==> src/rtl/fifo_pkg.sv <==
// Shared FIFO types: count-width helper and the sticky error-flag bundle.
package fifo_pkg;

  // Occupancy counter must hold 0..DEPTH inclusive.
  function automatic int cnt_w(input int depth);
    return $clog2(depth) + 1;
  endfunction

  typedef struct packed {
    logic overflow;
    logic underflow;
  } err_flags_t;

endpackage

==> src/rtl/fifo_ptr.sv <==
// Wrap-around address counter: advances by one when en is high, DEPTH-1 -> 0.
module fifo_ptr #(
  parameter int DEPTH = 16,
  parameter int PTR_W = $clog2(DEPTH)
) (
  input  logic             clk,
  input  logic             rst_n,
  input  logic             en,
  output logic [PTR_W-1:0] ptr
);

  always_ff @(posedge clk or negedge rst_n) begin
    if (!rst_n)
      ptr <= '0;
    else if (en)
      ptr <= (ptr == PTR_W'(DEPTH - 1)) ? '0 : ptr + PTR_W'(1);
  end

endmodule

==> src/rtl/sync_fifo_flags.sv <==
// Single-clock first-word-fall-through FIFO with level flags and sticky errors.
// Define SYNC_FIFO_OVERWRITE_EN to make a write-only into a full FIFO replace the oldest entry.
module sync_fifo_flags
  import fifo_pkg::*;
#(
  parameter int DATA_W    = 8,
  parameter int DEPTH     = 16,
  parameter int AFULL_TH  = DEPTH - 2,
  parameter int AEMPTY_TH = 2
) (
  input  logic                      clk,
  input  logic                      rst_n,
  input  logic                      wen,
  input  logic [DATA_W-1:0]         wdata,
  input  logic                      ren,
  input  logic                      clr_err,
  output logic [DATA_W-1:0]         rdata,
  output logic [cnt_w(DEPTH)-1:0]   count,
  output logic                      full,
  output logic                      empty,
  output logic                      almost_full,
  output logic                      almost_empty,
  output logic                      overflow,
  output logic                      underflow
);

  localparam int CW = cnt_w(DEPTH);
  localparam int PW = $clog2(DEPTH);

  logic [DATA_W-1:0] mem [DEPTH];
  logic [PW-1:0]     waddr, raddr;
  logic              at_full, at_empty;
  logic              rd_ok, wr_adv, rd_adv;
  logic              ovf_set, unf_set;
  err_flags_t        err_q;

  assign at_full  = (count == CW'(DEPTH));
  assign at_empty = (count == '0);
  assign rd_ok    = ren && !at_empty;
  assign ovf_set  = wen && !ren && at_full;
  assign unf_set  = ren && at_empty;

`ifdef SYNC_FIFO_OVERWRITE_EN
  // Full write-only drops the head by advancing both pointers together.
  assign wr_adv = wen;
  assign rd_adv = rd_ok || ovf_set;
`else
  assign wr_adv = wen && (!at_full || ren);
  assign rd_adv = rd_ok;
`endif

  fifo_ptr #(.DEPTH(DEPTH), .PTR_W(PW)) u_wptr (
    .clk(clk), .rst_n(rst_n), .en(wr_adv), .ptr(waddr)
  );

  fifo_ptr #(.DEPTH(DEPTH), .PTR_W(PW)) u_rptr (
    .clk(clk), .rst_n(rst_n), .en(rd_adv), .ptr(raddr)
  );

  // Storage is intentionally not reset.
  always_ff @(posedge clk) begin
    if (wr_adv)
      mem[waddr] <= wdata;
  end

  assign rdata = mem[raddr];

  always_ff @(posedge clk or negedge rst_n) begin
    if (!rst_n)
      count <= '0;
    else if (wr_adv && !rd_adv)
      count <= count + CW'(1);
    else if (rd_adv && !wr_adv)
      count <= count - CW'(1);
  end

  // A set event outranks a coincident clear.
  always_ff @(posedge clk or negedge rst_n) begin
    if (!rst_n) begin
      err_q <= '0;
    end else begin
      err_q.overflow  <= ovf_set || (err_q.overflow  && !clr_err);
      err_q.underflow <= unf_set || (err_q.underflow && !clr_err);
    end
  end

  assign full         = at_full;
  assign empty        = at_empty && rst_n;
  assign almost_full  = (int'(count) >= AFULL_TH) && rst_n;
  assign almost_empty = (int'(count) <= AEMPTY_TH) && rst_n;
  assign overflow     = err_q.overflow;
  assign underflow    = err_q.underflow;

endmodule

==> config.mk <==
export PLATFORM = sky130hd
export DESIGN_NAME = sync_fifo_flags
export DESIGN_NICKNAME = d
export VERILOG_FILES = /design/src/rtl/fifo_pkg.sv /design/src/rtl/fifo_ptr.sv /design/src/rtl/sync_fifo_flags.sv
export SDC_FILE = /design/constraint.sdc
export NUM_CORES = 1
export LEC_CHECK = 0
export CORE_MARGIN = 1
export CORE_UTILIZATION = 35
export CTS_BUF_LIST = sky130_fd_sc_hd__clkbuf_2
export DETAILED_ROUTE_END_ITERATION = 16
export SYNTH_ARGS = -nofsm -noshare
export SYNTH_HDL_FRONTEND = slang
export SYNTH_SLANG_ARGS = --single-unit
==> constraint.sdc <==
create_clock -name clk -period 4.2 [get_ports clk]
set_clock_uncertainty 0.2 [all_clocks]
set_input_delay 1.05 -clock clk [delete_from_list [all_inputs] [get_ports clk]]
set_output_delay 1.05 -clock clk [all_outputs]
set_load 0.05 [all_outputs]
Word level (Yosys, flattened, before mapping)
Memory sizes are Yosys's and may differ from the RTL's. Index checks and enable logic that the tools add are counted.

Flip-flop bits (word level): 15. Memory bits (writable): 128. Input port bits: 13. Word-level logic and storage cells: 44. Memories: 1.

Memories: mem (words 16, width 8, read ports 1, clocked after memory_dff 0, wr ports 1, RTL line sync_fifo_flags.sv:30) `logic [DATA_W-1:0] mem [DEPTH];`.

Add/sub/neg operators: 4. Magnitude comparators: 2. Equality and inequality tests: 3. Muxes and demuxes: 6. Reductions and logical operators: 23.

Operators with widths (count): $logic_and A1 B1 Y1 (12); $mux W5 (2); $add A4 B1 Y4 const B (2); $eq A4 B4 Y1 const B (2); $mux W4 (2); $logic_not A1 Y1 (6); $add A5 B1 Y5 const B (1); $eq A5 B5 Y1 const B (1); $ge A5 B4 Y1 const B (1); $le A5 B2 Y1 const B (1); $logic_not A5 Y1 (1); $sub A5 B1 Y5 const B (1); $logic_or A1 B1 Y1 (3); $mux W1 (2); $reduce_bool A2 Y1 (1).

Longest topological paths before layout
Depth in word-level cells: 8. Depth in mapped cells: 11.

Modules after synthesis
A second synthesis with hierarchy kept.

Cell total of the unflattened synthesis: 310. Area total of the unflattened synthesis: 5851.9 sq um.

By module, submodules not included: sync_fifo_flags (instances 1, cells each 276, area an instance 5491.5 sq um, seq. area each 4018.9 sq um); fifo_ptr (instances 2, cells each 17, area an instance 180.2 sq um, seq. area each 100.1 sq um).

Worst setup path before layout
OpenSTA, ideal clock, no wires.

Path type: input -> output. Start point: in rst_n. End point: out almost_empty. Data arrival time: 2398 ps. Required time: 2950 ps. Slack: 552 ps. Stages on the path: 2. Path buffers: 0. Path through: or4b_2 a21oi_1.

Longest elaborated chain between the ends: 1.

Ends and longest elaborated chain: start: declaration (RTL line sync_fifo_flags.sv:12) `input logic rst_n,`; $logic_and A1 B1 Y1 (RTL line sync_fifo_flags.sv:90) `assign almost_empty = (int'(count) <= AEMPTY_TH) && rst_n;`; end: declaration (RTL line sync_fifo_flags.sv:22) `output logic almost_empty,`.

No other way between the ends.

Worst setup path in the final report
Start point: reg u_rptr.ptr[1]. End point: out rdata[1].

Longest elaborated chain between the ends: 1.

Ends and longest elaborated chain: start: declaration (RTL line fifo_ptr.sv:9) `output logic [PTR_W-1:0] ptr`; start signal: assignment (RTL line fifo_ptr.sv:16) `ptr <= (ptr == PTR_W'(DEPTH - 1)) ? '0 : ptr + PTR_W'(1);`; $mem_v2 Z16 W8; end: declaration (RTL line sync_fifo_flags.sv:17) `output logic [DATA_W-1:0] rdata,`.

No other way between the ends.

==> impl_metrics.tcl <==
set metrics [dict create \
    outcome "finished, final reports clean" \
    ys_seq_area_frac 0.6993 \
    clk_pin_slew_worst_paths_ns 0.21 \
    synthFlopType "edfxtp_1" \
    viasPerCell 4.894 \
    overflow 0 \
    core_um2 16700 \
    crit_path_end_kind "output pin" \
    antenna_found_initial 0 \
    fin_cells 612 \
    postSynthCellCount 331 \
    fmax_mhz 251.5 \
    drive_gt1_frac 0.2781 \
    hp-class "flop to flop" \
    ys_ff_latch 143 \
    die-width_um 133.3 \
    period_minus_slack_ns 3.977 \
    rows 47 \
    synth-edff-count 128 \
    critical_path.max_fanout 21 \
    hold_violations 0 \
    worst_slew_pin_slew_ns 0.5885 \
    worstSetupStartpointType "flop" \
    drc 0 \
    ir_worst_vdd_mv 0.4325 \
    setup_viol 0 \
    gp_congestion 0.7442 \
    initial_utilization 0.3613 \
    clock_latency_ns 0.70 \
    yosysWarnings 0 \
    syn_nets 354 \
    pin_count 32 \
    leakage_nw 2.351 \
    path_class "flop to output pin" \
    netlist_area_um2 6033 \
    hold_ws_ns 0.3447 \
    rsz0062_at_grt "no" \
    clock-sinks 143 \
    hpwl_mm 7.766 \
    synth_cell_types 43 \
    routedWlPerCell_um 18.53 \
    via_count 2995 \
    drt-total-wl_mm 11.34 \
    die_h_um 133.3 \
    slew_violations 0 \
    pwr_density_cell_nw_per_um2 675.0 \
    io_buffers 31 \
    grt_pass1_wl_mm 18.38 \
    area_growth_pct 13.94 \
    relSlewSlack 0.6062 \
    nets 402 \
    cp_data_arrival_time_ns 2.73 \
    cts_max_path_buffers 2 \
    ant_nets 0 \
    grt_usage 0.1420 \
    place_inst 576 \
    fin_tns_setup_ns 0 \
    grt_pass1_vias 3194 \
    max_cap_viol_count 0 \
    htreeDepth 4 \
    worstPathRequired_ns 2.95 \
    cts-root-buf "clkbuf_2" \
    tritoncts "yes" \
    drt_iter0_drc 242 \
    dieArea_um2 17770 \
    grt_max_degree 22 \
    fin_crit_sh 0.9469 \
    synthArstFlopShare 0.1049 \
    cts_buffers 17 \
    syn_avg_cell_area_um2 18.23 \
    antenna_cells 0 \
    ctsHoldBuffers 0 \
    firstDrtPassIters 4 \
]
routing by layer:
layer,wire [um],part of all wire,GRT usage
met2,5492,0.48,0.2260
met1,5290,0.47,0.1853
met3,410,0.036,0.03919
met5,0,0,0
met4,146,0.013,0.05366
registers in the layout, summed over array words and instances (netlist names):
| signal | cells |
|---|---|
| count | 5 |
| mem | 128 |
| overflow | 1 |
| u_rptr.ptr | 4 |
| u_wptr.ptr | 4 |
| underflow | 1 |
metrics by stage:
stage                     power (mW)    util  area, um^2  worst slack, ns
after detailed placement       3.888  0.3953        6601           0.4338
after global placement         3.861  0.3953        6601           0.4266
after floorplan                3.331       -        6033           0.5519
after CTS                      4.689  0.4105        6857          0.01742
final                          4.640  0.4116        6874           0.2231
after global routing           4.896  0.4116        6874          0.02277
worst max-delay path, cell delays in order (launching register included):
cell and delay [ns]:
dfrtp_4 0.58, buf_12 0.22, mux2_2 0.36, o221ai_2 0.19, o21ai_1 0.10, a221o_1 0.37
buf_4 0.19
where the power goes:
part	switching, mW	internal, mW
sequential	0.159	1.73
combinational	1.14	0.832
clock	0.498	0.278
final cells by class:
| class | instances | area [um^2] |
|---|---|---|
| inverters | 20 | 75.07 |
| repair buffers | 42 | 427.9 |
| fillers | 1536 | 9827 |
| multi-input cells | 155 | 1634 |
| clock inverters | 13 | 140.1 |
| clock buffers | 19 | 95.09 |
| well taps | 220 | 275.3 |
| flip-flops and latches | 143 | 4227 |
Yosys cell counts, drive strengths merged, types with 2 or more instances:
library cell  count  area, um^2
edfxtp          128        3844
a221o             8       80.08
xnor2             4       35.03
a32o              2       20.02
dfrtp            15       375.4
nand2            11       43.80
inv              20       75.07
clkbuf            2       7.510
and2             17       106.4
a21oi             4       20.02
nor3b             2       15.01
nor2              4       15.01
nor2b            10       62.56
buf              11       100.1
mux4             24       540.5
a21o              4       30.03
o221ai            8       120.1
o21ai            15       78.83
xor2              2       17.52
mux2             16       217.7
nand3             3       15.01
ha                9       112.6
cell families after synthesis:
kind of cell | synth area share
and+or+nand+nor | 0.04936
DFF | 0.6993
xor gates and xnor gates | 0.008710
muxes | 0.1273
buffers and inverters | 0.03028
adders and majority gates | 0.02198
AOI/OAI and AO/OA | 0.06305
final timing paths:
path	start	endpoint	slack (ns)	cells past startpoint
min in group asynchronous	rst_n	underflow$_DFF_PN0_	0.46	2
worst min register to register	overflow$_DFF_PN0_	overflow$_DFF_PN0_	0.34	1
max in group asynchronous	rst_n	u_rptr.ptr[1]$_DFFE_PN0P_	3.14	2
worst max register to register	count[1]$_DFFE_PN0P_	count[4]$_DFFE_PN0P_	1.19	11
worst min-delay path	overflow$_DFF_PN0_	overflow$_DFF_PN0_	0.34	1
worst max-delay path	u_rptr.ptr[1]$_DFFE_PN0P_	rdata[1]	0.22	6
timing repair:
action                                  in CTS  in global routing
hold endpoints to repair                     0                  0
setup buffers                                2                  2
gates resized for setup                      2                  1
endpoints found under the setup margin       8                  8
cell usage in the layout, fill, tap and decap left out, drive strengths merged, types with 3 or more instances in the layout:
| cell | count |
|---|---|
| o221ai | 8 |
| clkdlybuf4s50 | 20 |
| nand3 | 3 |
| a21oi | 4 |
| mux2 | 16 |
| nor2b | 10 |
| xnor2 | 4 |
| clkinvlp | 4 |
| mux4 | 24 |
| edfxtp | 128 |
| nand2 | 11 |
| inv | 22 |
| and2 | 17 |
| a21o | 4 |
| buf | 22 |
| dfrtp | 15 |
| clkbuf | 19 |
| clkinv | 5 |
| a221o | 8 |
| o21ai | 15 |
| ha | 9 |
| nor2 | 4 |
No activity file was read; power rests on OpenSTA's default activity.
